<file path="src/rtl/mlen_id_decoder.sv">
// Receive-side m_len -> link ID decoder: sequential search of the fixed link-ID table,
// one 13-bit compare per clock, ascending from ID 4 to ID 34.
module mlen_id_decoder (
    input  logic        clk,
    input  logic        rst,
    input  logic [12:0] m_len_in,
    input  logic        start,
    output logic        busy,
    output logic        done,
    output logic        found,
    output logic [5:0]  link_id
);

    localparam logic [5:0] FirstId = 6'd4;
    localparam logic [5:0] LastId  = 6'd34;

    typedef enum logic [1:0] {StIdle, StSearch, StDone} state_e;

    state_e      state_q, state_d;
    logic [12:0] m_len_q, m_len_d;
    logic [5:0]  idx_q, idx_d;
    logic        found_q, found_d;
    logic [5:0]  link_id_q, link_id_d;
    logic [12:0] tbl_val;

    always_comb begin
        tbl_val = 13'h0000;
        unique case (idx_q)
            6'd4:    tbl_val = 13'h03b8;
            6'd5:    tbl_val = 13'h0120;
            6'd6:    tbl_val = 13'h02a0;
            6'd7:    tbl_val = 13'h0420;
            6'd8:    tbl_val = 13'h00c0;
            6'd9:    tbl_val = 13'h01c0;
            6'd10:   tbl_val = 13'h02c0;
            6'd11:   tbl_val = 13'h01b0;
            6'd12:   tbl_val = 13'h03cc;
            6'd13:   tbl_val = 13'h0510;
            6'd14:   tbl_val = 13'h0380;
            6'd15:   tbl_val = 13'h07e0;
            6'd16:   tbl_val = 13'h0a80;
            6'd17:   tbl_val = 13'h0750;
            6'd18:   tbl_val = 13'h0fc0;
            6'd19:   tbl_val = 13'h15f0;
            6'd20:   tbl_val = 13'h0060;
            6'd21:   tbl_val = 13'h02e0;
            6'd22:   tbl_val = 13'h0c30;
            6'd23:   tbl_val = 13'h11c0;
            6'd24:   tbl_val = 13'h0ecc;
            6'd25:   tbl_val = 13'h12a8;
            6'd26:   tbl_val = 13'h1550;
            6'd27:   tbl_val = 13'h1790;
            6'd28:   tbl_val = 13'h14a0;
            6'd29:   tbl_val = 13'h15b0;
            6'd30:   tbl_val = 13'h14c8;
            6'd31:   tbl_val = 13'h14d0;
            6'd32:   tbl_val = 13'h0138;
            6'd33:   tbl_val = 13'h10b8;
            6'd34:   tbl_val = 13'h1040;
            default: tbl_val = 13'h0000;
        endcase
    end

    always_ff @(posedge clk or posedge rst) begin
        if (rst) begin
            state_q   <= StIdle;
            m_len_q   <= 13'h0000;
            idx_q     <= 6'd0;
            found_q   <= 1'b0;
            link_id_q <= 6'd0;
        end else begin
            state_q   <= state_d;
            m_len_q   <= m_len_d;
            idx_q     <= idx_d;
            found_q   <= found_d;
            link_id_q <= link_id_d;
        end
    end

    // Idle/Done never compare, so an idx of 0 can never alias a real table entry.
    always_comb begin
        state_d   = state_q;
        m_len_d   = m_len_q;
        idx_d     = idx_q;
        found_d   = found_q;
        link_id_d = link_id_q;
        unique case (state_q)
            StIdle: begin
                if (start) begin
                    m_len_d = m_len_in;
                    idx_d   = FirstId;
                    state_d = StSearch;
                end
            end
            StSearch: begin
                if (tbl_val == m_len_q) begin
                    found_d   = 1'b1;
                    link_id_d = idx_q;
                    state_d   = StDone;
                end else if (idx_q == LastId) begin
                    found_d   = 1'b0;
                    link_id_d = 6'd0;
                    state_d   = StDone;
                end else begin
                    idx_d = idx_q + 6'd1;
                end
            end
            StDone: begin
                state_d = StIdle;
            end
            default: begin
                state_d = StIdle;
            end
        endcase
    end

    always_comb begin
        busy    = (state_q != StIdle);
        done    = (state_q == StDone);
        found   = found_q;
        link_id = link_id_q;
    end

endmodule

</file>
<file path="config.mk">
export PLATFORM = sky130hd
export DESIGN_NAME = mlen_id_decoder
export DESIGN_NICKNAME = d
export VERILOG_FILES = /design/src/rtl/mlen_id_decoder.sv
export SDC_FILE = /design/constraint.sdc
export NUM_CORES = 1
export LEC_CHECK = 0
export CORE_MARGIN = 3
export CORE_UTILIZATION = 35
export CTS_CLUSTER_SIZE = 28
export DETAILED_ROUTE_END_ITERATION = 6
export GPL_TIMING_DRIVEN = 0
export PLACE_DENSITY = 0.58
export SETUP_SLACK_MARGIN = 0.1
export SLEW_MARGIN = 20
export SYNTH_ARGS = -nofsm -noshare
export SYNTH_HDL_FRONTEND = slang
export SYNTH_SLANG_ARGS = --single-unit
</file>
<file path="constraint.sdc">
create_clock -name clk -period 4.7 [get_ports clk]
set_input_delay 1.175 -clock clk [delete_from_list [all_inputs] [get_ports clk]]
set_output_delay 1.175 -clock clk [all_outputs]
set_load 0.05 [all_outputs]
</file>
==> load_flow_metrics.sql, run 1 <==
INSERT INTO impl_metrics (metric_group, metric, value, unit) VALUES
('logic_synthesis', 'ys_ff_latch', '28', ''),
('placed_design', 'dp.final_hpwl', '4327', 'um'),
('cells_and_area', 'area_growth_syn_to_layout', '18.42', '%'),
('detailed_routing', 'vias_per_cell', '5.609', ''),
('worst_setup_path', 'worst_r2r_startpoint', 'idx_q[0]', ''),
('worst_setup_path', 'reg2regPathDepth', '12', ''),
('logic_synthesis', 'netlist_top_cells_count', '51 x nand2_1, 28 x dfrtp_1, 16 x mux2i_1', ''),
('worst_setup_path', 'startpoint_type_of_the_worst_setup_path', 'flop', ''),
('cts', 'tritoncts', 'done', ''),
('grt', 'grt_max_degree', '29', ''),
('detailed_routing', 'route.antenna.remaining_nets', '0', ''),
('floorplanning', 'die_area', '7276', 'um2'),
('detailed_routing', 'drc_violations', '0', ''),
('worst_setup_path', 'endpoint_kind', 'flop', ''),
('logic_synthesis', 'synth.lib_cells_used.distinct', '59', ''),
('logic_synthesis', 'synth_area', '2201', 'um2'),
('logic_synthesis', 'synth.top_cell.area_share', '31.84', '%'),
('logic_synthesis', 'synth-async-reset-ratio', '100.0', '%'),
('floorplanning', 'core_region_area', '5991', 'um2'),
('worst_setup_path', 'worst_r2r_dst', 'state_q[0]', ''),
('placed_design', 'gp_congestion', '0.9166', ''),
('flow_run', 'drv.max_cap_violation_count', '0', ''),
('logic_synthesis', 'cell_taking_the_most_area_after_synthesis', 'dfrtp_1', ''),
('detailed_routing', 'post_drt_wl_per_cell', '16.20', 'um'),
('logic_synthesis', 'synth_sequential_area_ratio', '31.84', '%'),
('min_path', 'min_path_type', 'reg -> reg', ''),
('outcome', 'status', 'finished, final reports clean', ''),
('worst_setup_path', 'critical-path-max-stage-delay', '0.53', 'ns'),
('cts', 'cts.hold.buffers_added', '0', ''),
('worst_setup_path', 'critPathArrivalTime', '3.99', 'ns'),
('cells_and_area', 'layoutNonFillerInstCount', '361', ''),
('detailed_routing', 'dr.first_iter.drc_count', '234', ''),
('worst_setup_path', 'crit_required', '4.88', 'ns'),
('cts', 'cts_buffers', '3', ''),
('power', 'cellLeakagePower', '0.001124', 'uW'),
('logic_synthesis', 'synth_ff_type', 'dfrtp_1', ''),
('detailed_routing', 'dr.pass1.iters', '6', ''),
('timing', 'worst_slew_margin_rel', '58.70', '%'),
('timing', 'rsz0062_at_grt', 'false', ''),
('grt', 'grt-ovfl-total', '0', ''),
('worst_setup_path', 'critPathMaxFanout', '10', ''),
('floorplanning', 'die_w', '85.30', 'um'),
('cells_and_area', 'multiInputGateArea', '1343', 'um2'),
('cts', 'clk_pin_slew', '0.11', 'ns'),
('cells_and_area', 'diodes', '0', ''),
('logic_synthesis', 'synthCells', '258', ''),
('grt', 'antenna_found_initial', '0', ''),
('cts', 'number_of_h_tree_levels', '1', ''),
('placed_design', 'place_area', '2535', 'um2'),
('timing', 'skew', '0.003249', 'ns'),
('min_path', 'min_delay_worst_endpoint', 'm_len_q[0]', ''),
('cts', 'worst_skew_pair.late_latency', '0.28', 'ns'),
('timing', 'finalCritPeriodShare', '81.10', '%'),
('worst_setup_path', 'crit_family', 'simple AND/OR/NAND/NOR gates', ''),
('cts', 'cts_num_sinks', '28', ''),
('placed_design', 'buffer_ports.inserted', '24', ''),
('grt', 'grt_first_pass_wirelength', '9887', 'um'),
('placed_design', 'dp_cells', '357', ''),
('floorplanning', 'top_level_ports', '25', ''),
('timing', 'maximum_clock_frequency', '0.2624', 'GHz'),
('worst_setup_path', 'timing.critical_path.cells', 'clkbuf_1, inv_1, ha_1, clkbuf_1, o31ai_1, nor4_1, or4_1, or3_1, buf_6, and3_4, buf_6, or2_1', ''),
('grt', 'track_usage', '16.69', '%'),
('cts', 'cts.path.max_buffers', '2', ''),
('worst_setup_path', 'path_buf_inv', '5', ''),
('timing', 'finalHoldViolCount', '0', ''),
('cells_and_area', 'layout.area.seq', '700.7', 'um2'),
('grt', 'via_count_of_the_first_global_routing_pass', '1923', ''),
('timing', 'setup_viol_count_final', '0', ''),
('cts', 'post_cts_buffers', '0', ''),
('timing', 'finalCriticalPeriod', '3.812', 'ns'),
('floorplanning', 'die_height', '85.30', 'um');
-- per-stage QoR --
stage                     utilization [%]  setup slack, ns  hold slack [ns]
after global placement              42.31           0.9618           0.4594
final                               43.50           0.8885           0.4892
after CTS                           43.50           0.9394           0.4934
after detailed placement            42.31           0.9647           0.4705
after floorplan                         -            1.514           0.4460
after global routing                43.50           0.7001           0.5289
-- cell type report --
| cell class | count | share of cell area [%] |
|---|---|---|
| Sequential cell | 28 | 26.88 |
| Clock buffer | 3 | 1.584 |
| Clock inverter | 1 | 1.152 |
| Tap cell | 75 | 3.601 |
| Timing Repair Buffer | 24 | 9.217 |
| Inverter | 9 | 1.296 |
| Multi-Input combinational cell | 202 | 51.51 |
| Buffer | 19 | 4.753 |
-- placed cells by master, fill, tap and decap left out, types with 3 or more instances in the layout --
cell type         n
nand2_1          51
dfrtp_1          28
clkdlybuf4s50_1  24
mux2i_1          16
a21oi_1          11
nor2_1           10
ha_1              9
nand2b_1          8
clkbuf_1          6
inv_1             6
o21ai_0           6
buf_2             6
nor2b_1           6
xor2_1            6
nor3_1            6
buf_6             5
and2_1            4
nand3_1           4
or2_1             4
nand4_1           4
inv_2             3
o31ai_1           3
o21ai_1           3
o211ai_1          3
xnor2_1           3
nand3b_1          3
clkbuf_8          3
-- worst register-to-register path: stages (launching register included) --
cell,delay (ns)
dfrtp_1,0.52
clkbuf_1,0.45
inv_1,0.21
ha_1,0.24
clkbuf_1,0.25
o31ai_1,0.38
nor4_1,0.08
or4_1,0.53
or3_1,0.39
buf_6,0.15
and3_4,0.17
buf_6,0.13
or2_1,0.21
-- per-layer routing --
| metal | global-route usage (%) | wire length, um | vias up | share of wire [%] |
|---|---|---|---|---|
| met3 | 1.262 | 251 | 16 | 4.3 |
| met4 | 5.899 | 127 | 0 | 2.2 |
| met5 | 0 | 0 | - | 0 |
| met2 | 25.49 | 2666 | 85 | 46 |
| li1 | - | - | 966 | - |
| met1 | 24.66 | 2803 | 958 | 48 |
-- registers in the layout (all words and copies together) (netlist names) --
register  flops
m_len_q      13
idx_q         6
link_id       6
state_q       2
found         1
-- power breakdown --
group / leakage [uW] / internal [uW] / switching (uW)
sequential: 0.000355 / 338 / 93.7
combinational: 0.000733 / 459 / 685
clock: 0.0000357 / 114 / 83.6
total: 0.00112 / 911 / 862
-- worst max path at each step --
| stage | depth (start not counted) | startpoint | to |
|---|---|---|---|
| 6_report | 12 | idx_q[0] | state_q[0] |
| 5_1_grt | 12 | idx_q[0] | state_q[0] |
| 4_1_cts | 12 | idx_q[0] | state_q[0] |
| 3_5_place_dp | 12 | idx_q[0] | state_q[0] |
| 3_3_place_gp | 12 | idx_q[0] | state_q[0] |
| 2_1_floorplan | 12 | idx_q[0] | state_q[0] |
-- logic make-up after synthesis --
family          synth area share [%]
simple gates                   27.00
flops                          31.84
fa+ha+maj                      5.117
xor+xnor                       3.582
compound gates                 18.02
buf+inv                        7.163
mux                            7.277
Note: power is estimated with default switching activity, not from simulation.
==> run 2: changes to the inputs <==
--- a/config.mk
+++ b/config.mk
@@ -10,7 +10,7 @@
 export CTS_CLUSTER_SIZE = 28
 export DETAILED_ROUTE_END_ITERATION = 6
 export GPL_TIMING_DRIVEN = 0
-export PLACE_DENSITY = 0.58
+export PLACE_DENSITY = 0.6
 export SETUP_SLACK_MARGIN = 0.1
 export SLEW_MARGIN = 20
 export SYNTH_ARGS = -nofsm -noshare
==> constraint.sdc (replaced) <==
create_clock -name clk -period 3.38 [get_ports clk]
set_input_delay 0.845 -clock clk [delete_from_list [all_inputs] [get_ports clk]]
set_output_delay 0.845 -clock clk [all_outputs]
set_load 0.05 [all_outputs]
==> run 2 against run 1 <==
  * Flip-flop and latch count unchanged
  * Wire length increased by 5.0%
  * Cell count is 2.8% higher
  * Via count rose by 0.54%
  * Clock power up 37%
  * Setup slack got worse by 0.69 ns
  * Hold slack improved by 0.00062 ns
  * Sequential share of layout area is 1.6 points lower
  * Cell area increased by 6.5%
  * Maximum frequency increased by 20%
  * Non-clock buffer count rose by 10
==> load_flow_metrics.sql, run 2 (synthesized netlist as in run 1, its figures left out) <==
INSERT INTO impl_metrics (metric_group, metric, value, unit) VALUES
('outcome', 'status', 'finished, final reports clean', ''),
('floorplanning', 'die_w', '85.30', 'um'),
('detailed_routing', 'post_drt_wl_per_cell', '16.54', 'um'),
('power', 'power.share.combinational', '68.2', '%'),
('grt', 'via_count_of_the_first_global_routing_pass', '1863', ''),
('placed_design', 'place_area', '2535', 'um2'),
('cells_and_area', 'design.final.nets', '322', ''),
('detailed_routing', 'wirelength', '6138', 'um'),
('min_path', 'min_delay_path_depth', '2', ''),
('grt', 'grtUsageMet1', '25.34', '%'),
('timing', 'finalSetupTns', '0', 'ns'),
('power', 'cellLeakagePower', '0.001177', 'uW'),
('power', 'net-switching-power', '1281', 'uW'),
('floorplanning', 'core_region_area', '5991', 'um2'),
('timing', 'finalWorstSetupSlack', '0.1975', 'ns'),
('cells_and_area', 'area_growth_syn_to_layout', '26.15', '%'),
('cells_and_area', 'diodes', '0', ''),
('cells_and_area', 'area_of_all_placed_cells_without_fillers', '2776', 'um2'),
('timing', 'maximum_clock_frequency', '0.3142', 'GHz'),
('cells_and_area', 'post-route-util', '46.35', '%'),
('worst_setup_path', 'worst_r2r_startpoint', 'idx_q[1]', ''),
('detailed_routing', 'dr.pass1.iters', '4', ''),
('worst_setup_path', 'critPathArrivalTime', '3.36', 'ns'),
('worst_setup_path', 'critPathMaxFanout', '10', ''),
('timing', 'setup_viol_count_final', '0', ''),
('worst_setup_path', 'critPathKind', 'reg -> reg', ''),
('cts', 'worst_skew_pair.late_latency', '0.28', 'ns'),
('grt', 'busiest_layer', 'met2', ''),
('timing', 'finalCritPeriodShare', '94.16', '%'),
('grt', 'met3_usage', '1.650', '%'),
('timing', 'skew', '0.005432', 'ns'),
('cts', 'cts.path.max_buffers', '2', ''),
('grt', 'track_usage', '17.11', '%'),
('cts', 'clk_pin_slew', '0.10', 'ns'),
('grt', 'grt-ovfl-total', '0', ''),
('floorplanning', 'top_level_ports', '25', ''),
('floorplanning', 'floorplan.initialDensity', '36.74', '%'),
('worst_setup_path', 'startpoint_type_of_the_worst_setup_path', 'flop', ''),
('cts', 'number_of_h_tree_levels', '1', ''),
('grt', 'grt_first_pass_wirelength', '9956', 'um'),
('cts', 'cts_buffers', '3', ''),
('cells_and_area', 'largest_register_ff_count', '13', ''),
('timing', 'worst_slew_pin_slew', '0.6002', 'ns'),
('grt', 'antenna_found_initial', '0', ''),
('worst_setup_path', 'endpoint_kind', 'flop', ''),
('min_path', 'min_path_type', 'reg -> reg', ''),
('grt', 'grt_max_degree', '29', ''),
('flow_run', 'drv.max_cap_violation_count', '0', ''),
('timing', 'worst_slew_margin_rel', '59.93', '%'),
('power', 'intPower', '1420', 'uW'),
('placed_design', 'buffer_ports.inserted', '24', ''),
('power', 'switching_share', '47.43', '%'),
('placed_design', 'dp.final_hpwl', '4359', 'um'),
('timing', 'slew_violations', '0', ''),
('cts', 'tritoncts', 'done', ''),
('placed_design', 'gp_congestion', '0.9123', ''),
('detailed_routing', 'drc_violations', '0', ''),
('timing', 'finalHoldViolCount', '0', ''),
('cts', 'cts_num_sinks', '28', ''),
('worst_setup_path', 'worst_setup_sp', 'idx_q[1]', ''),
('power', 'power.ir.vdd_worst', '0.3394', 'mV'),
('min_path', 'hold_start', 'm_len_q[1]', ''),
('detailed_routing', 'dr.first_iter.drc_count', '260', ''),
('cells_and_area', 'final_layout_size_suffix_gt1_share', '19.59', '%'),
('power', 'power_per_cell_area', '972.8', 'nW/um2'),
('worst_setup_path', 'reg2regPathDepth', '13', ''),
('power', 'power_frac_clock', '10.0', '%'),
('cells_and_area', 'layout_commonest_cell', 'nand2_1', ''),
('cells_and_area', 'regMostFlops', 'm_len_q', ''),
('power', 'power.share.sequential', '21.8', '%'),
('detailed_routing', 'via_count', '2036', ''),
('worst_setup_path', 'crit_required', '3.56', 'ns'),
('floorplanning', 'std_cell_rows', '28', ''),
('timing', 'rsz0062_at_grt', 'false', ''),
('cts', 'clockRootBuffer', 'clkbuf_8', ''),
('detailed_routing', 'route.antenna.remaining_nets', '0', ''),
('timing', 'finalCriticalPeriod', '3.182', 'ns'),
('placed_design', 'dpl_ws', '-0.4200', 'ns'),
('detailed_routing', 'vias_per_cell', '5.488', ''),
('cells_and_area', 'layout_common_cells', '51 x nand2_1, 27 x dfrtp_1, 24 x clkdlybuf4s50_1', ''),
('grt', 'globalRouteMet2Util', '26.55', '%'),
('floorplanning', 'die_area', '7276', 'um2'),
('floorplanning', 'die_height', '85.30', 'um');
run 2: cell count changes in the layout (fill, tap and decap cells not counted), sizes merged:
cell / before / now
inv: 9 / 7
buf: 13 / 26
clkbuf: 9 / 6
clkinvlp: 0 / 2
run 2: final timing paths:
check | endpoint | slack, ns
max reg2reg | state_q[0] | 0.20
max in group asynchronous | idx_q[0] | 2.02
min in group asynchronous | idx_q[4] | 0.94
min reg2reg | m_len_q[1] | 0.49
max | state_q[0] | 0.20
min | m_len_q[1] | 0.49
run 2: metrics by stage:
step                cells  hold WS (ns)  power [uW]
floorplan             258        0.4460        1760
global placement      357        0.4593        2161
detailed placement    357        0.4697        2176
CTS                   364        0.4945        2502
global route          371        0.5347        2889
finish                371        0.4898        2701
run 2: worst max-delay path: stages, from the launching register on:
cell and delay (ns):
dfrtp_1 0.37, buf_6 0.16, clkinvlp_4 0.20, ha_4 0.24, mux2i_2 0.20, o32ai_2 0.12
o211ai_1 0.18, o41ai_1 0.10, or4_1 0.47, or3_1 0.39, buf_6 0.15, and3_4 0.16
buf_6 0.13, or2_1 0.20
run 2: what timing repair did:
action	CTS	global route
endpoints found under the setup margin	15	14
hold buffers	0	0
gates resized for setup	7	23
buffers inserted	3	7
pin swaps	0	1
run 2: per-layer routing:
layer | share of wire, % | routed length (um) | vias to the layer above
met5 | 0 | 0 | -
met4 | 1.6 | 101 | 0
met3 | 5.1 | 310 | 10
met2 | 46 | 2852 | 68
met1 | 47 | 2874 | 972
li1 | - | - | 986
run 2: layout make-up:
class	instances	area [um2]
fill	583	3214
multi-input combinational	202	1406
timing repair buffer	34	315.3
buffer	19	146.4
sequential	28	701.9
inverter	9	41.29
clock inverter	1	30.03
tap	75	93.84
clock buffer	3	41.29
run 2: power by group through the flow:
stage	Sequential, uW	Clock (uW)	Combinational, uW
finish	589	271	1840
global route	613	298	1980
CTS	585	279	1640
detailed placement	610	0	1570
global placement	605	0	1560
floorplan	667	0	1090
